`src/rtl/muldiv_exec_unit.sv`:
```
// Iterative RV32M multiply/divide unit: shift-add multiply, restoring divide,
// one bit per cycle, result and rd registered on entry to DONE.
//
// state | meaning
// IDLE  | waiting for StartE; operands latched on accept
// CALC  | XLEN iterations of multiply or divide; BusyE stalls the pipeline
// DONE  | one-cycle DoneE pulse with MulDivResultE/RdOutE valid
module muldiv_exec_unit #(
  parameter int XLEN = 32
) (
  input  logic            clk,
  input  logic            rst,
  input  logic            StartE,
  input  logic            FlushE,
  input  logic [2:0]      Funct3E,
  input  logic [XLEN-1:0] SrcAE,
  input  logic [XLEN-1:0] SrcBE,
  input  logic [4:0]      RdE,
  output logic            BusyE,
  output logic            DoneE,
  output logic [XLEN-1:0] MulDivResultE,
  output logic [4:0]      RdOutE
);

  localparam int CW = $clog2(XLEN);

  typedef enum logic [1:0] {IDLE, CALC, DONE} state_t;

  state_t          state, state_nxt;
  logic [CW-1:0]   count;
  logic [2:0]      funct;
  logic [4:0]      rd_q;
  logic [XLEN:0]   acc_hi;
  logic [XLEN-1:0] acc_lo, opnd;
  logic            neg_res, neg_rem, div_zero;

  logic            accept, last;
  logic            a_signed, b_signed, a_neg, b_neg;
  logic [XLEN:0]   a_mag_w, b_mag_w;
  logic [XLEN:0]   mul_sum, div_shift, div_diff, hi_nxt;
  logic [XLEN-1:0] lo_nxt, quo_s, rem_s, result;
  logic            div_ge;
  logic [2*XLEN-1:0] prod, prod_s;

  assign accept = (state == IDLE) && StartE && !FlushE;
  assign last   = (state == CALC) && (count == CW'(XLEN-1));

  always_ff @(negedge clk) begin
    if (rst) state <= IDLE;
    else     state <= state_nxt;
  end

  always_comb begin
    state_nxt = state;
    BusyE     = 1'b0;
    DoneE     = 1'b0;
    case (state)
      IDLE: if (accept) state_nxt = CALC;
      CALC: begin
        BusyE = 1'b1;
        if (FlushE)    state_nxt = IDLE;
        else if (last) state_nxt = DONE;
      end
      DONE: begin
        DoneE     = 1'b1;
        state_nxt = IDLE;
      end
      default: state_nxt = IDLE;
    endcase
  end

  // Magnitudes are formed in XLEN+1 bits so the most negative operand is exact.
  always_comb begin
    a_signed = (Funct3E == 3'b001) || (Funct3E == 3'b010) ||
               (Funct3E == 3'b100) || (Funct3E == 3'b110);
    b_signed = (Funct3E == 3'b001) || (Funct3E == 3'b100) || (Funct3E == 3'b110);
    a_neg    = a_signed && SrcAE[XLEN-1];
    b_neg    = b_signed && SrcBE[XLEN-1];
    a_mag_w  = a_neg ? -{1'b1, SrcAE} : {1'b0, SrcAE};
    b_mag_w  = b_neg ? -{1'b1, SrcBE} : {1'b0, SrcBE};
  end

  always_comb begin
    mul_sum   = acc_hi + (acc_lo[0] ? {1'b0, opnd} : '0);
    div_shift = {acc_hi[XLEN-1:0], acc_lo[XLEN-1]};
    div_diff  = div_shift - {1'b0, opnd};
    div_ge    = ~div_diff[XLEN];
    if (funct[2]) begin
      hi_nxt = div_ge ? div_diff : div_shift;
      lo_nxt = {acc_lo[XLEN-2:0], div_ge};
    end else begin
      hi_nxt = {1'b0, mul_sum[XLEN:1]};
      lo_nxt = {mul_sum[0], acc_lo[XLEN-1:1]};
    end
  end

  // Final result is taken from the last iteration's outputs at the CALC->DONE edge.
  always_comb begin
    prod   = {hi_nxt[XLEN-1:0], lo_nxt};
    prod_s = neg_res ? -prod : prod;
    quo_s  = div_zero ? '1 : (neg_res ? -lo_nxt : lo_nxt);
    rem_s  = neg_rem ? -hi_nxt[XLEN-1:0] : hi_nxt[XLEN-1:0];
    case (funct)
      3'b000:                 result = prod_s[XLEN-1:0];
      3'b001, 3'b010, 3'b011: result = prod_s[2*XLEN-1:XLEN];
      3'b100, 3'b101:         result = quo_s;
      default:                result = rem_s;
    endcase
  end

  always_ff @(negedge clk) begin
    if (rst) begin
      count         <= '0;
      funct         <= '0;
      rd_q          <= '0;
      acc_hi        <= '0;
      acc_lo        <= '0;
      opnd          <= '0;
      neg_res       <= 1'b0;
      neg_rem       <= 1'b0;
      div_zero      <= 1'b0;
      MulDivResultE <= '0;
      RdOutE        <= '0;
    end else if (accept) begin
      count    <= '0;
      funct    <= Funct3E;
      rd_q     <= RdE;
      acc_hi   <= '0;
      acc_lo   <= Funct3E[2] ? a_mag_w[XLEN-1:0] : b_mag_w[XLEN-1:0];
      opnd     <= Funct3E[2] ? b_mag_w[XLEN-1:0] : a_mag_w[XLEN-1:0];
      neg_res  <= a_neg ^ b_neg;
      neg_rem  <= a_neg;
      div_zero <= (SrcBE == '0);
    end else if (state == CALC && !FlushE) begin
      acc_hi <= hi_nxt;
      acc_lo <= lo_nxt;
      count  <= count + CW'(1);
      if (last) begin
        MulDivResultE <= result;
        RdOutE        <= rd_q;
      end
    end
  end

endmodule

```
`config.mk`:
```
export PLATFORM = sky130hd
export DESIGN_NAME = muldiv_exec_unit
export DESIGN_NICKNAME = d
export VERILOG_FILES = /design/src/rtl/muldiv_exec_unit.sv
export SDC_FILE = /design/constraint.sdc
export NUM_CORES = 1
export LEC_CHECK = 0
export ABC_AREA = 0
export CORE_ASPECT_RATIO = 0.9
export CORE_UTILIZATION = 44
export DETAILED_ROUTE_END_ITERATION = 10
export SYNTH_ARGS = -nofsm -noshare
export SYNTH_HDL_FRONTEND = slang
export SYNTH_SLANG_ARGS = --single-unit
```
`constraint.sdc`:
```
create_clock -name clk -period 8.1 [get_ports clk]
set_input_delay 1.215 -clock clk [delete_from_list [all_inputs] [get_ports clk]]
set_output_delay 1.215 -clock clk [all_outputs]
set_load 0.01 [all_outputs]
```
---- Word level (Yosys, flattened, before mapping) ----
Index checks and enable logic that the tools add are counted.
cells by class
  reduce and logical (&&, ||, !) cells .... 21
  multiplexer cells ....................... 21
  equal/unequal tests ..................... 14
  add/subtract/negate cells ............... 8
  bitwise gates (word level) .............. 3
operators by type and width
  kind                   count
  $mux W32               11
  $neg A32 Y32           4
  $pmux W32 S3           1
  $mux W33               2
  $mux W64               1
  $neg A64 Y64           1
  $add A33 B32 Y33       1
  $sub A33 B32 Y33       1
  $logic_not A32 Y1      1
  $eq A3 B3 Y1 const B   4
  $eq A3 B2 Y1 const B   3
  $eq A3 B1 Y1 const B   2
  $logic_and A1 B1 Y1    6
  $mux W2                3
  $add A5 B1 Y5 const B  1
  $eq A5 B5 Y1 const B   1
  $logic_or A1 B1 Y1     5
  $pmux W2 S2            1
  $reduce_or A2 Y1       2
  $logic_not A3 Y1       1
  $ne A3 B3 Y1 const B   1
  $reduce_and A3 Y1      1
  $reduce_or A3 Y1       1
  $eq A2 B1 Y1 const B   1
  other kinds (9)        11
word-level totals
  bits in registers ....................... 152
  word-level logic and storage cells ...... 79
  output and inout port bits .............. 39
  bits of input ports ..................... 76

---- Depth between registers and ports, before layout ----
  depth in word-level cells ............... 8
  mapped depth ............................ 29
  gate-level depth less buffers ........... 26

==> results.txt <==
Initial Util = 0.4505
Slew headroom = 0.2124
Antenna Violating Nets Remaining = 0
Static Leak = 7.655 nW
final setup margin = 0.4744 ns
Internal = 1.729 mW
CP Cell Sequence = clkdlybuf4s50_1, or4_1, or2_2, nor3_1, inv_1, nor2_1, nand2_1, o41ai_1, xor2_1, nand2_1, o211ai_1, a21oi_1
Avg WL per Cell = 22.42 µm
diode count = 0
top-area cell type share of the netlist area = 0.1913
Placed Cells incl. Taps = 2,792
Core Footprint = 35,300 µm²
num rows = 65
CTS Buf Count = 17
Worst-Margin Slew = 1.169 ns
CP Class = in -> reg
Mapped Avg Cell Area = 6.960 µm²
PortBufs = 114
Layout area overhead = 18.59%
cells after synthesis = 2,285
first-pass GRT wire length = 101,200 µm
total power = 2.999 mW
CP Capture Type = flop
setup repair bufs after CTS = 0
layout cell share with drive strength beyond 1 = 0.06345
largest net degree at the start of global routing = 108
final RePlAce weighted congestion = 0.9956
Pre-antenna DRT Iters = 5
Iteration-0 DRC Markers = 1,786
final clock skew = 0.02813 ns
minimum clock period = 7.626 ns
Setup crit start kind = input port
CTS max path bufs = 2
Clock Root Buffer = clkbuf_16
MaxCap Viol Count = 0
library cells used by synthesis = 93
CP max stage cell = or4_1
CP required = 4.38 ns
Die H = 182.4 µm
register share of total power = 0.278
setup TNS = 0 ns
RSZ-0062 raised after global routing = false
HPWL after DPL = 51,140 µm
Main synth FF type = dfxtp_1
hold crit path type = reg -> reg
Crit Path Max Fanout = 3
clock share of power = 0.403
CP most frequent cell = nand2_1
Hold Buf Count CTS = 0
IO Pins = 115
full die area = 36,910 µm²
Max Fclk = 132.1 MHz
pre-CTS worst setup slack = -0.02033 ns
FILL cells = 3,607
asr flop ratio synth = 0
synth top area cells = dfxtp_1, nand2_1, a21oi_1
final worst path period share = 0.9414
Nets = 2,642
Post-Route WL = 66,700 µm
Crit path max-delay family = simple AND/OR/NAND/NOR gates
DRC violations left = 0
Die Width = 202.4 µm
total net switching power = 1.270 mW
antenna violations before repair = 0
CTS-repair resized insts = 0
Critical Path AT = 3.90 ns
outcome = finished, final reports clean
post-synth top area cell = dfxtp_1
global route overflow = 0
clock slew seen by the registers of the worst setup and hold paths = 0.03 ns
CTS tree = yes
# clock sinks = 152
final cell count without fillers = 2,975
H-tree levels = 4
Post-synth EDFFs = 0
vias in the first global route = 17,260
GRT Util Overall = 0.3567
Worst-Skew Late Latency = 0.50 ns
sequential share of the synthesized area = 0.1913
slowest stage delay, CP = 0.53 ns
Synth Cell Area = 15,900 µm²
Logic pwr share = 0.319
syn nets = 2,434
flops & latches, synth = 152
Power Density = 159.0 nW/µm²
Sw Share = 0.4235
total vias in the final route = 18,500
final hold viol count = 0
vias per inst = 6.218
setup violators final = 0
Yosys Warn Count = 0
crit path buf inv count = 2
Slew Viols, Final = 0
VDD IR-drop max = 119.6 µV
## power by group through the flow
stage	clock [mW]	sequential (mW)	combinational (mW)
after detailed placement	0.114	0.840	0.927
after floorplan	0.114	0.815	0.617
after global routing	1.33	0.833	1.03
after global placement	0.114	0.839	0.920
after CTS	1.24	0.830	0.932
final	1.21	0.833	0.958
## tightest hold or removal path: stages (launching register included)
cell,delay [ns]
dfxtp_1,0.30
nand2_1,0.05
o21ai_1,0.05
## cell type report
type                    count  area (µm²)  area share
well taps                 469       586.8     0.03112
clock buffers              17       425.4     0.02256
multi-input cells        1908       11970      0.6346
flip-flops and latches    152        3048      0.1616
inverters                  68       255.2     0.01353
repair buffers            194        1784     0.09461
clock inverters           167       790.8     0.04193
## metal layers
metal  wire length (µm)  track usage  part of all wire  vias up
li1                   -            -                 -     8760
met1              29450       0.4836              0.44     8720
met2              28740       0.5374              0.43      904
met3               6360      0.08679             0.095      116
met4               2151       0.1474             0.032        0
met5                  0            0                 0        -
## registers in the layout, indices dropped and copies added (netlist names), 2 cells and up
| name | count |
|---|---|
| funct | 3 |
| opnd | 32 |
| RdOutE | 5 |
| acc_hi | 33 |
| acc_lo | 32 |
| state | 2 |
| MulDivResultE | 32 |
| count | 5 |
| rd_q | 5 |
## placed cells by master, fill, tap and decap left out, types with 17 or more instances in the layout
cell               n
buf_4             77
and2_1            54
nand2b_1          19
o31ai_1           29
nand3_1           38
nor2b_1           20
o211ai_1          86
a21oi_1          233
nor3_1            73
o21a_1            22
mux2i_1           50
nand2_1          339
a21o_1            27
and3_1            17
o21ai_0          128
nand4_1           21
clkdlybuf4s50_1  112
clkbuf_16         17
nor2_1           199
xor2_1            63
ha_1              71
a211oi_1          50
inv_1            219
dfxtp_1          150
or3_1             18
xnor2_1           85
o221ai_1          19
## final timing paths
| check | from | endpoint | slack, ns | cells past startpoint |
|---|---|---|---|---|
| max | SrcBE[8] | opnd[30] | 0.47 | 12 |
| min | MulDivResultE[30] | MulDivResultE[30] | 0.44 | 2 |
| max reg2reg | opnd[11] | MulDivResultE[30] | 0.53 | 26 |
| min reg2reg | MulDivResultE[30] | MulDivResultE[30] | 0.44 | 2 |
## synth_stat cells, drive strengths merged (20+ instances only)
master / number
a21oi: 233
nand3: 39
mux2i: 51
o21a: 22
and2: 55
clkbuf: 126
o21ai: 136
buf: 30
xnor2: 85
o211ai: 86
nor2: 199
nand4: 21
a21o: 27
nand2b: 20
ha: 71
nor2b: 20
nor3: 74
xor2: 63
o31ai: 29
a211oi: 50
or3: 20
nand2: 339
dfxtp: 152
inv: 69
## metrics by stage
stage	cell area [µm²]	utilization	hold slack, ns
after floorplan	15900	-	0.4321
after global placement	17650	0.5000	0.4399
after detailed placement	17650	0.5000	0.4419
after CTS	18860	0.5343	0.4466
after global routing	18860	0.5343	0.4529
final	18860	0.5343	0.4435
## logic make-up after synthesis
family / synth area share
and+or+nand+nor: 0.2633
adders and majority gates: 0.05838
DFF: 0.1913
muxes: 0.03446
xor gates and xnor gates: 0.08151
buffers and inverters: 0.05657
AOI/OAI and AO/OA: 0.3145
Note: power is estimated with default switching activity, not from simulation.
